[src/rtl/dac_frame_rx_pkg.sv]
// Shared constants and types for the dac_frame_rx receiver.
package dac_frame_rx_pkg;

    // Default frame geometry.
    localparam int DEF_SPI_LEN = 16;
    localparam int DEF_DATA_W  = 12;
    localparam int DEF_NUM_CH  = 8;

    // Width of the channel index / pos output for the default channel count.
    localparam int CH_W = $clog2(DEF_NUM_CH);

    // Receiver FSM states.
    typedef enum logic [1:0] {
        IDLE  = 2'd0,
        SHIFT = 2'd1,
        CHECK = 2'd2
    } rx_state_t;

endpackage

[src/rtl/dac_frame_rx_sync_edge_det.sv]
// sync_edge_det: two-flop synchronizer plus a delay flop.
// It provides the synchronized level (s2) and single-cycle rise/fall strobes.
// RST_VAL sets the idle level all three flops return to on reset.
module sync_edge_det #(
    parameter logic RST_VAL = 1'b0
) (
    input  logic i_clk,
    input  logic i_rst_n,
    input  logic i_d,
    output logic o_s2,
    output logic o_rise,
    output logic o_fall
);

    logic r_s1;
    logic r_s2;
    logic r_s3;

    // Resample the asynchronous input, then keep one extra delay stage for edge detection.
    always_ff @(posedge i_clk or negedge i_rst_n) begin
        if (!i_rst_n) begin
            r_s1 <= RST_VAL;
            r_s2 <= RST_VAL;
            r_s3 <= RST_VAL;
        end else begin
            r_s1 <= i_d;
            r_s2 <= r_s1;
            r_s3 <= r_s2;
        end
    end

    assign o_s2   = r_s2;
    assign o_rise = r_s2 & ~r_s3;
    assign o_fall = ~r_s2 & r_s3;

endmodule

[src/rtl/dac_frame_rx.sv]
// dac_frame_rx: listening end of the DAC SPI polling link.
// It oversamples sclk/din/sync_n in the clk_core domain and checks each frame's length.
// Each good frame is written into a round-robin channel shadow array.
// Optional build macro DAC_FRAME_RX_ERRCNT_EN adds the err_cnt output, a saturating error counter.
module dac_frame_rx
    import dac_frame_rx_pkg::*;
#(
    parameter int SPI_LEN = DEF_SPI_LEN,
    parameter int DATA_W  = DEF_DATA_W,
    parameter int NUM_CH  = DEF_NUM_CH
) (
    input  logic                       clk_core,
    input  logic                       rst_n,
    input  logic                       en,
    input  logic                       sclk,
    input  logic                       din,
    input  logic                       sync_n,
    output logic [DATA_W-1:0]          data_out [0:NUM_CH-1],
    output logic [SPI_LEN-1:0]         word_out,
    output logic                       word_valid,
    output logic                       frame_err,
    output logic [$clog2(NUM_CH)-1:0]  pos,
    output logic                       frame_wrap,
`ifdef DAC_FRAME_RX_ERRCNT_EN
    output logic [7:0]                 err_cnt,
`endif
    output logic [1:0]                 state_dbg
);

    localparam int W_CH = $clog2(NUM_CH);
    localparam int BC_W = $clog2(SPI_LEN + 2);
    localparam logic [BC_W-1:0] BC_FULL = BC_W'(SPI_LEN);
    localparam logic [BC_W-1:0] BC_SAT  = BC_W'(SPI_LEN + 1);
    localparam logic [W_CH-1:0] CH_LAST = W_CH'(NUM_CH - 1);

    // Output strobe semantics: word_valid and frame_err are one-cycle pulses with no back-pressure.
    // The register updates for a good frame (word_out, data_out, pos) are already visible in the pulse cycle.
    // Those values then hold until the next good frame.

    logic w_sclk_s2, w_sclk_rise, w_sclk_fall;
    logic w_din_s2, w_din_rise, w_din_fall;
    logic w_sync_s2, w_sync_rise, w_sync_fall;
    logic w_unused;

    sync_edge_det #(.RST_VAL(1'b1)) u_sync_sclk (
        .i_clk   (clk_core),
        .i_rst_n (rst_n),
        .i_d     (sclk),
        .o_s2    (w_sclk_s2),
        .o_rise  (w_sclk_rise),
        .o_fall  (w_sclk_fall)
    );

    sync_edge_det #(.RST_VAL(1'b0)) u_sync_din (
        .i_clk   (clk_core),
        .i_rst_n (rst_n),
        .i_d     (din),
        .o_s2    (w_din_s2),
        .o_rise  (w_din_rise),
        .o_fall  (w_din_fall)
    );

    sync_edge_det #(.RST_VAL(1'b1)) u_sync_sync (
        .i_clk   (clk_core),
        .i_rst_n (rst_n),
        .i_d     (sync_n),
        .o_s2    (w_sync_s2),
        .o_rise  (w_sync_rise),
        .o_fall  (w_sync_fall)
    );

    // Only din's level and sclk's falling edge matter to the receiver.
    assign w_unused = ^{w_sclk_s2, w_sclk_rise, w_din_rise, w_din_fall};

    rx_state_t          r_state;
    rx_state_t          w_next_state;
    logic [SPI_LEN-1:0] r_shreg;
    logic [BC_W-1:0]    r_bit_cnt;
    logic [W_CH-1:0]    r_ch;
    logic [W_CH-1:0]    r_pos;
    logic [SPI_LEN-1:0] r_word;
    logic [DATA_W-1:0]  r_data [0:NUM_CH-1];
    logic               r_word_valid;
    logic               r_frame_err;
    logic               r_frame_wrap;

    logic w_enter_shift;
    logic w_shift_bit;
    logic w_close;
    logic w_good;

    // State register.
    always_ff @(posedge clk_core or negedge rst_n) begin
        if (!rst_n) begin
            r_state <= IDLE;
        end else begin
            r_state <= w_next_state;
        end
    end

    // Next-state logic: an abort (en low) takes priority over closing the frame.
    always_comb begin
        w_next_state = r_state;
        case (r_state)
            IDLE: begin
                if (w_sync_fall && en) w_next_state = SHIFT;
            end
            SHIFT: begin
                if (!en)              w_next_state = IDLE;
                else if (w_sync_rise) w_next_state = CHECK;
            end
            CHECK: begin
                if (w_sync_fall && en) w_next_state = SHIFT;
                else                   w_next_state = IDLE;
            end
            default: w_next_state = IDLE;
        endcase
    end

    // A sync_rise in the same cycle as an sclk fall closes the frame, so that bit is dropped.
    assign w_enter_shift = (w_next_state == SHIFT) && (r_state != SHIFT);
    assign w_shift_bit   = (r_state == SHIFT) && en && !w_sync_rise && w_sclk_fall && !w_sync_s2;
    assign w_close       = (r_state == SHIFT) && en && w_sync_rise;
    assign w_good        = w_close && (r_bit_cnt == BC_FULL);

    // Shift register and saturating bit counter; a saturated count can never look like a good frame.
    always_ff @(posedge clk_core or negedge rst_n) begin
        if (!rst_n) begin
            r_shreg   <= '0;
            r_bit_cnt <= '0;
        end else if (w_enter_shift) begin
            r_shreg   <= '0;
            r_bit_cnt <= '0;
        end else if (w_shift_bit) begin
            r_shreg <= {r_shreg[SPI_LEN-2:0], w_din_s2};
            if (r_bit_cnt != BC_SAT) r_bit_cnt <= r_bit_cnt + BC_W'(1);
        end
    end

    // Frame verdict: a good frame is committed as the FSM enters CHECK, and the pulses cover the CHECK cycle.
    always_ff @(posedge clk_core or negedge rst_n) begin
        if (!rst_n) begin
            r_word_valid <= 1'b0;
            r_frame_err  <= 1'b0;
            r_frame_wrap <= 1'b0;
            r_word       <= '0;
            r_pos        <= '0;
            r_ch         <= '0;
            for (int i = 0; i < NUM_CH; i++) r_data[i] <= '0;
        end else begin
            r_word_valid <= w_good;
            r_frame_err  <= w_close && !w_good;
            r_frame_wrap <= w_good && (r_ch == CH_LAST);
            if (w_good) begin
                r_word       <= r_shreg;
                r_data[r_ch] <= r_shreg[DATA_W-1:0];
                r_pos        <= r_ch;
                r_ch         <= r_ch + W_CH'(1);
            end
        end
    end

`ifdef DAC_FRAME_RX_ERRCNT_EN
    logic [7:0] r_err_cnt;

    // Error counter: saturates at 255 and is held clear while the receiver is disabled.
    always_ff @(posedge clk_core or negedge rst_n) begin
        if (!rst_n) begin
            r_err_cnt <= 8'd0;
        end else if (!en) begin
            r_err_cnt <= 8'd0;
        end else if (r_frame_err && (r_err_cnt != 8'hFF)) begin
            r_err_cnt <= r_err_cnt + 8'd1;
        end
    end

    assign err_cnt = r_err_cnt;
`endif

    assign data_out   = r_data;
    assign word_out   = r_word;
    assign word_valid = r_word_valid;
    assign frame_err  = r_frame_err;
    assign pos        = r_pos;
    assign frame_wrap = r_frame_wrap;
    assign state_dbg  = r_state;

endmodule

[config.mk]
export PLATFORM = sky130hd
export DESIGN_NAME = dac_frame_rx
export DESIGN_NICKNAME = d
export VERILOG_FILES = /design/src/rtl/dac_frame_rx_pkg.sv /design/src/rtl/dac_frame_rx_sync_edge_det.sv /design/src/rtl/dac_frame_rx.sv
export SDC_FILE = /design/constraint.sdc
export NUM_CORES = 1
export LEC_CHECK = 0
export BUFFER_PORTS_ARGS = -buffer_cell sky130_fd_sc_hd__buf_2
export CAP_MARGIN = 10
export CORE_MARGIN = 5
export CORE_UTILIZATION = 53
export DETAILED_ROUTE_END_ITERATION = 6
export PLACE_DENSITY_LB_ADDON = 0.25
export SYNTH_ARGS = -nofsm -noshare
export SYNTH_HDL_FRONTEND = slang
export SYNTH_HIERARCHICAL = 1
export SYNTH_SLANG_ARGS = --single-unit
[constraint.sdc]
create_clock -name clk_core -period 6.7 [get_ports clk_core]
set_clock_uncertainty 0.05 [all_clocks]
set_input_delay 0.335 -clock clk_core [delete_from_list [all_inputs] [get_ports clk_core]]
set_output_delay 0.335 -clock clk_core [all_outputs]
set_load 0.01 [all_outputs]
==> results of run 1 <==
## area by class of cell
cell class / instances / area [um2]
Clock buffer: 24 / 492
Clock inverter: 7 / 116
Fill cell: 829 / 3600
Inverter: 3 / 11.3
Multi-Input combinational cell: 255 / 2030
Sequential cell: 152 / 3810
Tap cell: 140 / 175
Timing Repair Buffer: 132 / 694
## through the flow
| step | total power, mW | hold WS, ns | area (um2) |
|---|---|---|---|
| floorplan | 0.950 | -0.0106 | 5980 |
| global placement | 0.971 | 0.295 | 6690 |
| detailed placement | 0.973 | 0.297 | 6690 |
| CTS | 1.94 | 0.128 | 7330 |
| global route | 1.99 | 0.148 | 7330 |
| finish | 1.93 | 0.143 | 7330 |
## power by group
part | total [mW] | switching, mW | internal [mW]
registers | 0.927 | 0.00307 | 0.924
logic | 0.0298 | 0.0229 | 0.00698
clock network | 0.973 | 0.350 | 0.623
## metal layers
layer,global-route usage,part of all wire,wire length [um],up-vias
met5,0,0,0,-
met2,0.341,0.49,6820,136
li1,-,-,-,1704
met3,0.0793,0.085,1190,21
met4,0.0804,0.019,259,0
met1,0.284,0.41,5690,1939
## cell usage in the layout (no fill, tap or decap), types with 3 or more instances in the layout
master and instances:
a21oi_1 17, buf_2 124, buf_4 3, bufinv_16 3, clkbuf_1 3, clkbuf_16 17
clkbuf_8 4, dfrtp_1 146, dfstp_2 6, dlygate4sd3_1 4, ha_1 5, inv_1 3
mux2_2 78, mux2_4 20, nand2_1 97, nor2_1 7, nor2b_1 3
## flip-flops by register name, summed over array words and instances (netlist names), 2 cells and up
signal and flops:
r_shreg 16, word_out 16, r_bit_cnt 5, state_dbg 2
data_out 96, pos 3, r_ch 3
## worst register-to-register path, delay by kind of cell (launching register included)
kind             cells  cell delay, ns
flip-flops           1            0.54
multiplexers         1            0.43
AND/OR/NAND/NOR      4            1.71
## final timing paths
path / to / depth (start not counted) / slack [ns] / from
worst min-delay path: state_dbg[0]$_DFF_PN0_ / 2 / 0.14 / en
worst min register to register: u_sync_sclk/o_s2$_DFF_PN1_ / 0 / 0.30 / u_sync_sclk/r_s1$_DFF_PN1_
worst max register to register: data_out[70]$_DFFE_PN0P_ / 5 / 3.85 / u_sync_sync/o_s2$_DFF_PN1_
worst max-delay path: data_out[70]$_DFFE_PN0P_ / 5 / 3.85 / u_sync_sync/o_s2$_DFF_PN1_
max in group asynchronous: data_out[5]$_DFFE_PN0P_ / 3 / 4.79 / rst_n
min in group asynchronous: data_out[36]$_DFFE_PN0P_ / 2 / 0.48 / rst_n
## timing repair
action,CTS,global route
endpoints found under the hold margin,86,0
hold buffers,4,0
buffers inserted,0,0
==> results.py, run 1 <==
metrics = {
    "placement": {
        "place.port_buffers": 125,
        "hpwl_mm": 9.00,
        "dpl.cell_count": 678,
        "place.gp.congestion": 0.750,
        "place_ws_ns": 3.87,
    },
    "sta": {
        "max_freq_mhz": 351,
        "slew_violations": 0,
        "rsz0062_at_grt": "no",
        "fin_crit_sh": 0.426,
        "relSlewSlack": 0.340,
        "finalSetupViolCount": 0,
        "tns_ns": 0,
        "tightest_slew_ns": 0.985,
        "setup_ws_ns": 3.85,
        "hold_viol": 0,
        "min_period_ns": 2.85,
    },
    "floorplanning": {
        "die_area_um2": 13500,
        "core_um2": 10900,
        "rows": 38,
        "initial_core_util": 0.547,
        "die-width_um": 116,
        "io_pins": 126,
        "die_h_um": 116,
    },
    "cts": {
        "cts_resized": 0,
        "cts_num_sinks": 152,
        "clk_pin_slew_ns": 0.06,
        "root_buffer": "clkbuf_16",
        "h-tree-depth": 4,
        "numCtsBuffers": 17,
        "tritoncts": "built",
        "cts_max_path_buffers": 2,
        "clk_latency_ns": 0.41,
    },
    "global_route": {
        "overflow": 0,
        "grt_antenna_before_repair": 0,
        "gr-usage-all-layers": 0.219,
        "grt_pass1_wl_mm": 22.0,
        "grt_max_degree": 85,
        "grt_pass1_vias": 3969,
    },
    "job": {
        "drv_cap": 0,
    },
    "detailed_routing": {
        "vias": 3800,
        "drtPass1Iterations": 4,
        "vias_per_cell": 5.33,
        "routedWlPerCell_um": 19.6,
        "drc": 0,
        "drt_wl_total_mm": 14.0,
        "drt_iter0_markers": 297,
        "antenna_left": 0,
    },
    "cells_and_area": {
        "num_antenna_cells": 0,
        "final_util": 0.671,
        "syn_to_final_growth_pct": 22.5,
        "nets": 572,
        "drive_above_1_share": 0.475,
        "stdcell_count": 713,
    },
    "outcome": {
        "status": "finished, final reports clean",
    },
    "critical_path": {
        "endpoint_kind": "register",
        "startpoint_type": "register",
        "cp_slowest_stage_delay_ns": 0.89,
        "path_buf_inv": 0,
        "critical_path.cell_chain": "nor2b_1, and4b_1, nand2_4, nor4b_4, mux2_2",
        "path_class": "register to register",
        "crit_fanout": 27,
        "crit_family": "simple AND/OR/NAND/NOR gates",
        "slowest_stage": "nor4b_4",
        "critical_path_required_ns": 6.94,
        "critPathArrivalTime_ns": 3.09,
    },
    "power": {
        "powerDensity_nw_per_um2": 263,
        "cellLeakagePower_nw": 4.13,
        "ir_drop_v": 0.000149,
    },
    "logic_synthesis": {
        "netlist_instances": 443,
        "synth_nets": 454,
        "ys.warnings.count": 6,
        "syn_area_um2": 5980,
        "avgSynthCellArea_um2": 13.5,
    },
    "min_path": {
        "hold_path.class": "input pin to register",
    },
}
Note: power is estimated with default switching activity, not from simulation.
==> run 2: changes to the inputs <==
--- a/config.mk
+++ b/config.mk
@@ -5,10 +5,11 @@
 export SDC_FILE = /design/constraint.sdc
 export NUM_CORES = 1
 export LEC_CHECK = 0
+export ABC_AREA = 1
 export BUFFER_PORTS_ARGS = -buffer_cell sky130_fd_sc_hd__buf_2
 export CAP_MARGIN = 10
 export CORE_MARGIN = 5
-export CORE_UTILIZATION = 53
+export CORE_UTILIZATION = 49
 export DETAILED_ROUTE_END_ITERATION = 6
 export PLACE_DENSITY_LB_ADDON = 0.25
 export SYNTH_ARGS = -nofsm -noshare
==> constraint.sdc (replaced) <==
create_clock -name clk_core -period 2.5 [get_ports clk_core]
set_clock_uncertainty 0.05 [all_clocks]
set_input_delay 0.125 -clock clk_core [delete_from_list [all_inputs] [get_ports clk_core]]
set_output_delay 0.125 -clock clk_core [all_outputs]
set_load 0.01 [all_outputs]
==> run 2 against run 1 <==
Against the previous run: fmax rose by 30%; hold slack got worse by 0.093 ns; synthesized cell count rose by 24%; critical path type unchanged; largest power group unchanged; highest routed layer unchanged.
==> results.py, run 2 <==
metrics = {
    "critical_path": {
        "cp_slowest_stage_delay_ns": 0.55,
        "slowest_stage": "dfstp_2",
        "path_class": "register to register",
        "timing.rr.start": "u_sync_sync/o_s2$_DFF_PN1_",
        "rr_worst_depth": 7,
        "endpoint_kind": "register",
        "worstSetupEndpoint": "data_out[12]$_DFFE_PN0P_",
        "startpoint_type": "register",
        "path_buf_inv": 1,
        "critical_path_required_ns": 2.72,
        "r2r_setup_slack_ns": 0.30,
        "critPathArrivalTime_ns": 2.42,
        "worstSetupStartpoint": "u_sync_sync/o_s2$_DFF_PN1_",
        "crit_fanout": 24,
        "crit_cells": 7,
        "r2r-end": "data_out[12]$_DFFE_PN0P_",
        "crit_family": "simple AND/OR/NAND/NOR gates",
        "critical_path.cell_chain": "inv_1, nor2_1, nand4_2, nor2_8, nand2_2, nand2_1, o21ai_0",
    },
    "power": {
        "powerDensity_nw_per_um2": 736,
        "cellLeakagePower_nw": 3.70,
        "ir_drop_v": 0.000493,
        "p_total_mw": 5.18,
    },
    "detailed_routing": {
        "drt_iter0_markers": 428,
        "antenna_left": 0,
        "drc": 0,
        "vias": 4266,
        "drtPass1Iterations": 5,
        "vias_per_cell": 5.14,
        "routedWlPerCell_um": 16.9,
        "drt_wl_total_mm": 14.1,
    },
    "placement": {
        "place.gp.congestion": 0.784,
        "place_ws_ns": 0.310,
        "hpwl_mm": 9.06,
        "dpl.cell_count": 794,
        "place.port_buffers": 125,
    },
    "cts": {
        "tritoncts": "built",
        "cts_setup_buffers": 0,
        "cts_num_sinks": 152,
        "root_buffer": "clkbuf_16",
        "h-tree-depth": 4,
        "cts_max_path_buffers": 2,
        "numCtsBuffers": 17,
        "clk_pin_slew_ns": 0.06,
        "clk_latency_ns": 0.41,
    },
    "sta": {
        "tightest_slew_ns": 1.09,
        "tns_ns": 0,
        "max_freq_mhz": 454,
        "min_period_ns": 2.20,
        "setup_ws_ns": 0.299,
        "relSlewSlack": 0.269,
        "rsz0062_at_grt": "no",
        "slew_violations": 0,
        "finalSetupViolCount": 0,
        "hold_viol": 0,
        "fin_crit_sh": 0.880,
    },
    "outcome": {
        "status": "finished, final reports clean",
    },
    "logic_synthesis": {
        "ys.warnings.count": 6,
        "synth_nets": 559,
        "netlist_instances": 548,
        "syn_area_um2": 5730,
        "avgSynthCellArea_um2": 10.4,
    },
    "cells_and_area": {
        "nets": 685,
        "stdcell_count": 830,
        "num_antenna_cells": 0,
        "layout_commonest_cell": "nand2_1",
        "fillers": 943,
        "drive_above_1_share": 0.263,
        "largest_reg_flops": 96,
        "multi_input_area_um2": 1620,
        "final_cell_mix": "150 x nand2_1, 146 x dfrtp_1, 124 x buf_2, 80 x o21ai_0, 51 x o21ai_1",
        "final_util": 0.617,
        "syn_to_final_growth_pct": 23.0,
        "regArea_um2": 3810,
    },
    "floorplanning": {
        "core_um2": 11400,
        "rows": 39,
        "initial_core_util": 0.501,
        "die_h_um": 118,
        "die_area_um2": 13900,
        "io_pins": 126,
        "die-width_um": 118,
    },
    "global_route": {
        "grt_pass1_vias": 4311,
        "grt_pass1_wl_mm": 22.8,
        "grt_antenna_before_repair": 0,
        "overflow": 0,
        "gr-usage-all-layers": 0.204,
        "grt_max_degree": 60,
    },
    "job": {
        "drv_cap": 0,
    },
    "min_path": {
        "hold_path.class": "input pin to register",
    },
}
==> run 2: changes by cell type in the layout (fill, tap and decap cells not counted), moves of 11 or more <==
cell     before  now
mux2_4       20    0
mux2_2       78    0
a21oi_1      17    0
nand2_1      97  150
inv_1         3   31
o21ai_1       0   51
nand3_1       2   13
o21ai_0       0   80
==> run 2: metrics by stage <==
stage	hold slack, ns	area (um2)
floorplan	-0.221	5730
global placement	0.0434	6400
detailed placement	0.0455	6400
CTS	0.0404	7040
global route	0.0629	7040
finish	0.0504	7040
==> run 2: timing repair <==
item,CTS,global route
gates resized for setup,0,0
hold endpoints to repair,51,0
hold buffers,4,0
==> run 2: area by class of cell <==
cell class,count,area share
flip-flops and latches,152,0.541
multi-input cells,339,0.230
repair buffers,132,0.100
clock buffers,19,0.0615
well taps,143,0.0254
clock inverters,13,0.0240
inverters,32,0.0171
==> run 2: worst register-to-register path, delay by kind of cell (launching register included) <==
family,cells,cell delay [ns]
AOI/OAI and AO/OA,1,0.10
buffers and inverters,1,0.04
DFF,1,0.55
and+or+nand+nor,5,1.31
==> run 2: how the worst min path moves through the flow <==
stage / startpoint / to / slack (ns) / depth (start not counted)
6_report: en / state_dbg[0]$_DFF_PN0_ / 0.05 / 3
5_1_grt: en / state_dbg[1]$_DFF_PN0_ / 0.06 / 3
4_1_cts: en / state_dbg[0]$_DFF_PN0_ / 0.04 / 3
3_5_place_dp: rst_n / word_out[11]$_DFFE_PN0P_ / 0.05 / 1
3_3_place_gp: rst_n / word_out[11]$_DFFE_PN0P_ / 0.04 / 1
2_1_floorplan: rst_n / data_out[0]$_DFFE_PN0P_ / -0.22 / 0
==> run 2: report_power, final <==
part	internal [mW]	switching, mW
registers	2.48	0.00819
clock network	1.58	1.01
logic	0.0208	0.0822
total	4.08	1.10
==> run 2: layer usage <==
metal  up-vias  part of all wire  GRT usage
met5         -                 0          0
met4         0             0.022     0.0724
met3        26             0.077     0.0625
met2       150              0.46      0.307
met1      2044              0.44      0.283
li1       2046                 -          -
==> run 3: changes to the inputs <==
--- a/config.mk
+++ b/config.mk
@@ -8,6 +8,7 @@
 export ABC_AREA = 1
 export BUFFER_PORTS_ARGS = -buffer_cell sky130_fd_sc_hd__buf_2
 export CAP_MARGIN = 10
+export CORE_ASPECT_RATIO = 0.8
 export CORE_MARGIN = 5
 export CORE_UTILIZATION = 49
 export DETAILED_ROUTE_END_ITERATION = 6
==> run 3 against run 2 <==
Against the previous run: sequential cell count unchanged; largest cell class unchanged; critical endpoint is now data_out[22]$_DFFE_PN0P_; power decreased by 2.3%; utilization decreased by 0.52 points.
==> results.py, run 3 (same netlist as run 2, synthesis figures left out) <==
metrics = {
    "outcome": {
        "status": "finished, final reports clean",
    },
    "global_route": {
        "grt_pass1_wl_mm": 22.7,
        "gr-usage-all-layers": 0.212,
        "use_met3": 0.0608,
        "met2_usage": 0.300,
        "grt_max_degree": 69,
        "grtUsageMet1": 0.317,
        "grt.busiest_layer": "met1",
        "overflow": 0,
        "grt_antenna_before_repair": 0,
        "grt_pass1_vias": 4169,
    },
    "power": {
        "cellLeakagePower_nw": 3.69,
        "ir_drop_v": 0.000403,
        "powerDensity_nw_per_um2": 722,
    },
    "sta": {
        "slew_violations": 0,
        "tightest_slew_ns": 1.09,
        "relSlewSlack": 0.267,
        "rsz0062_at_grt": "no",
        "max_freq_mhz": 448,
        "min_period_ns": 2.23,
        "hold_viol": 0,
        "fin_crit_sh": 0.893,
        "finalSetupViolCount": 0,
        "setup_ws_ns": 0.267,
        "tns_ns": 0,
    },
    "critical_path": {
        "startpoint_type": "register",
        "r2r_setup_slack_ns": 0.27,
        "endpoint_kind": "register",
        "path_class": "register to register",
        "critPathArrivalTime_ns": 2.44,
        "critical_path_required_ns": 2.71,
        "r2r-end": "data_out[22]$_DFFE_PN0P_",
        "crit_fanout": 24,
        "rr_worst_depth": 7,
        "timing.rr.start": "u_sync_sync/o_s2$_DFF_PN1_",
    },
    "detailed_routing": {
        "drt_wl_total_mm": 14.0,
        "drtPass1Iterations": 5,
        "routedWlPerCell_um": 16.8,
        "drc": 0,
        "drt_iter0_markers": 363,
        "antenna_left": 0,
        "vias": 4272,
        "vias_per_cell": 5.11,
    },
    "cells_and_area": {
        "final_cell_mix": "150 x nand2_1, 146 x dfrtp_1, 124 x buf_2, 80 x o21ai_0, 51 x o21ai_1",
        "final_util": 0.611,
        "drive_above_1_share": 0.265,
        "stdcell_count": 836,
        "syn_to_final_growth_pct": 22.5,
        "nets": 686,
        "largest_reg_flops": 96,
        "num_antenna_cells": 0,
        "layout_commonest_cell": "nand2_1",
    },
    "cts": {
        "numCtsBuffers": 17,
        "cts_max_path_buffers": 2,
        "cts_resized": 0,
        "h-tree-depth": 4,
        "clk_latency_ns": 0.41,
        "root_buffer": "clkbuf_16",
        "tritoncts": "built",
        "clk_pin_slew_ns": 0.06,
        "cts_num_sinks": 152,
    },
    "min_path": {
        "whs_path_depth": 3,
        "hold_path.class": "input pin to register",
        "whs_endpoint": "state_dbg[0]$_DFF_PN0_",
        "hp-start": "en",
    },
    "floorplanning": {
        "io_pins": 126,
        "core_um2": 11500,
        "die-width_um": 131,
        "rows": 35,
        "initial_core_util": 0.499,
        "die_h_um": 107,
        "die_area_um2": 14000,
    },
    "placement": {
        "dpl.cell_count": 800,
        "place_ws_ns": 0.281,
        "place.port_buffers": 125,
        "hpwl_mm": 9.19,
        "place.gp.congestion": 0.808,
    },
    "job": {
        "drv_cap": 0,
    },
}
[run 3: changes by cell type in the layout (fill, tap and decap cells not counted)]
cell	delta
buf_4	+2
bufinv_16	-1
clkbuf_8	+1
buf_12	-1
inv_6	-3
clkinv_2	+3
[run 3: layout make-up]
cell class	instances	area [um2]
fill	971	4460
clock inverter	12	128
sequential	152	3810
timing repair buffer	133	702
tap	148	185
clock buffer	20	447
multi-input combinational	339	1620
inverter	32	120
[run 3: worst max-delay path by stage]
stage / start / to / slack, ns
after CTS: u_sync_sync/o_s2$_DFF_PN1_ / data_out[22]$_DFFE_PN0P_ / 0.26
after detailed placement: u_sync_sync/o_s2$_DFF_PN1_ / data_out[38]$_DFFE_PN0P_ / 0.28
after global routing: u_sync_sync/o_s2$_DFF_PN1_ / data_out[14]$_DFFE_PN0P_ / 0.07
final: u_sync_sync/o_s2$_DFF_PN1_ / data_out[22]$_DFFE_PN0P_ / 0.27
after floorplan: u_sync_sync/o_s2$_DFF_PN1_ / word_out[10]$_DFFE_PN0P_ / 0.63
after global placement: u_sync_sync/o_s2$_DFF_PN1_ / data_out[36]$_DFFE_PN0P_ / 0.39
[run 3: through the flow]
step | area, um2 | hold WS, ns | power, mW
finish | 7020 | 0.0567 | 5.06
detailed placement | 6400 | 0.114 | 2.63
global route | 7020 | 0.0613 | 5.23
global placement | 6400 | 0.105 | 2.63
floorplan | 5730 | -0.221 | 2.55
CTS | 7020 | 0.0447 | 5.10
[run 3: critical path: stages, from the launching register on]
cell and delay [ns]:
dfstp_2 0.55, inv_1 0.04, nor2_1 0.25, nand4_2 0.26, nor2_8 0.37, nand2_2 0.31
nand2_1 0.15, o21ai_0 0.10
[run 3: power breakdown]
part	switching (mW)	internal, mW
Clock	0.983	1.49
Combinational	0.0827	0.0195
Sequential	0.00841	2.48
[run 3: layer usage]
metal | vias up | routed length [um]
met4 | 0 | 179
met5 | - | 0
met3 | 18 | 1310
li1 | 2029 | -
met2 | 148 | 6060
met1 | 2077 | 6470
[run 3: what timing repair did]
action	CTS	global route
setup buffers	0	0
hold buffers	4	0
endpoints found under the hold margin	61	0
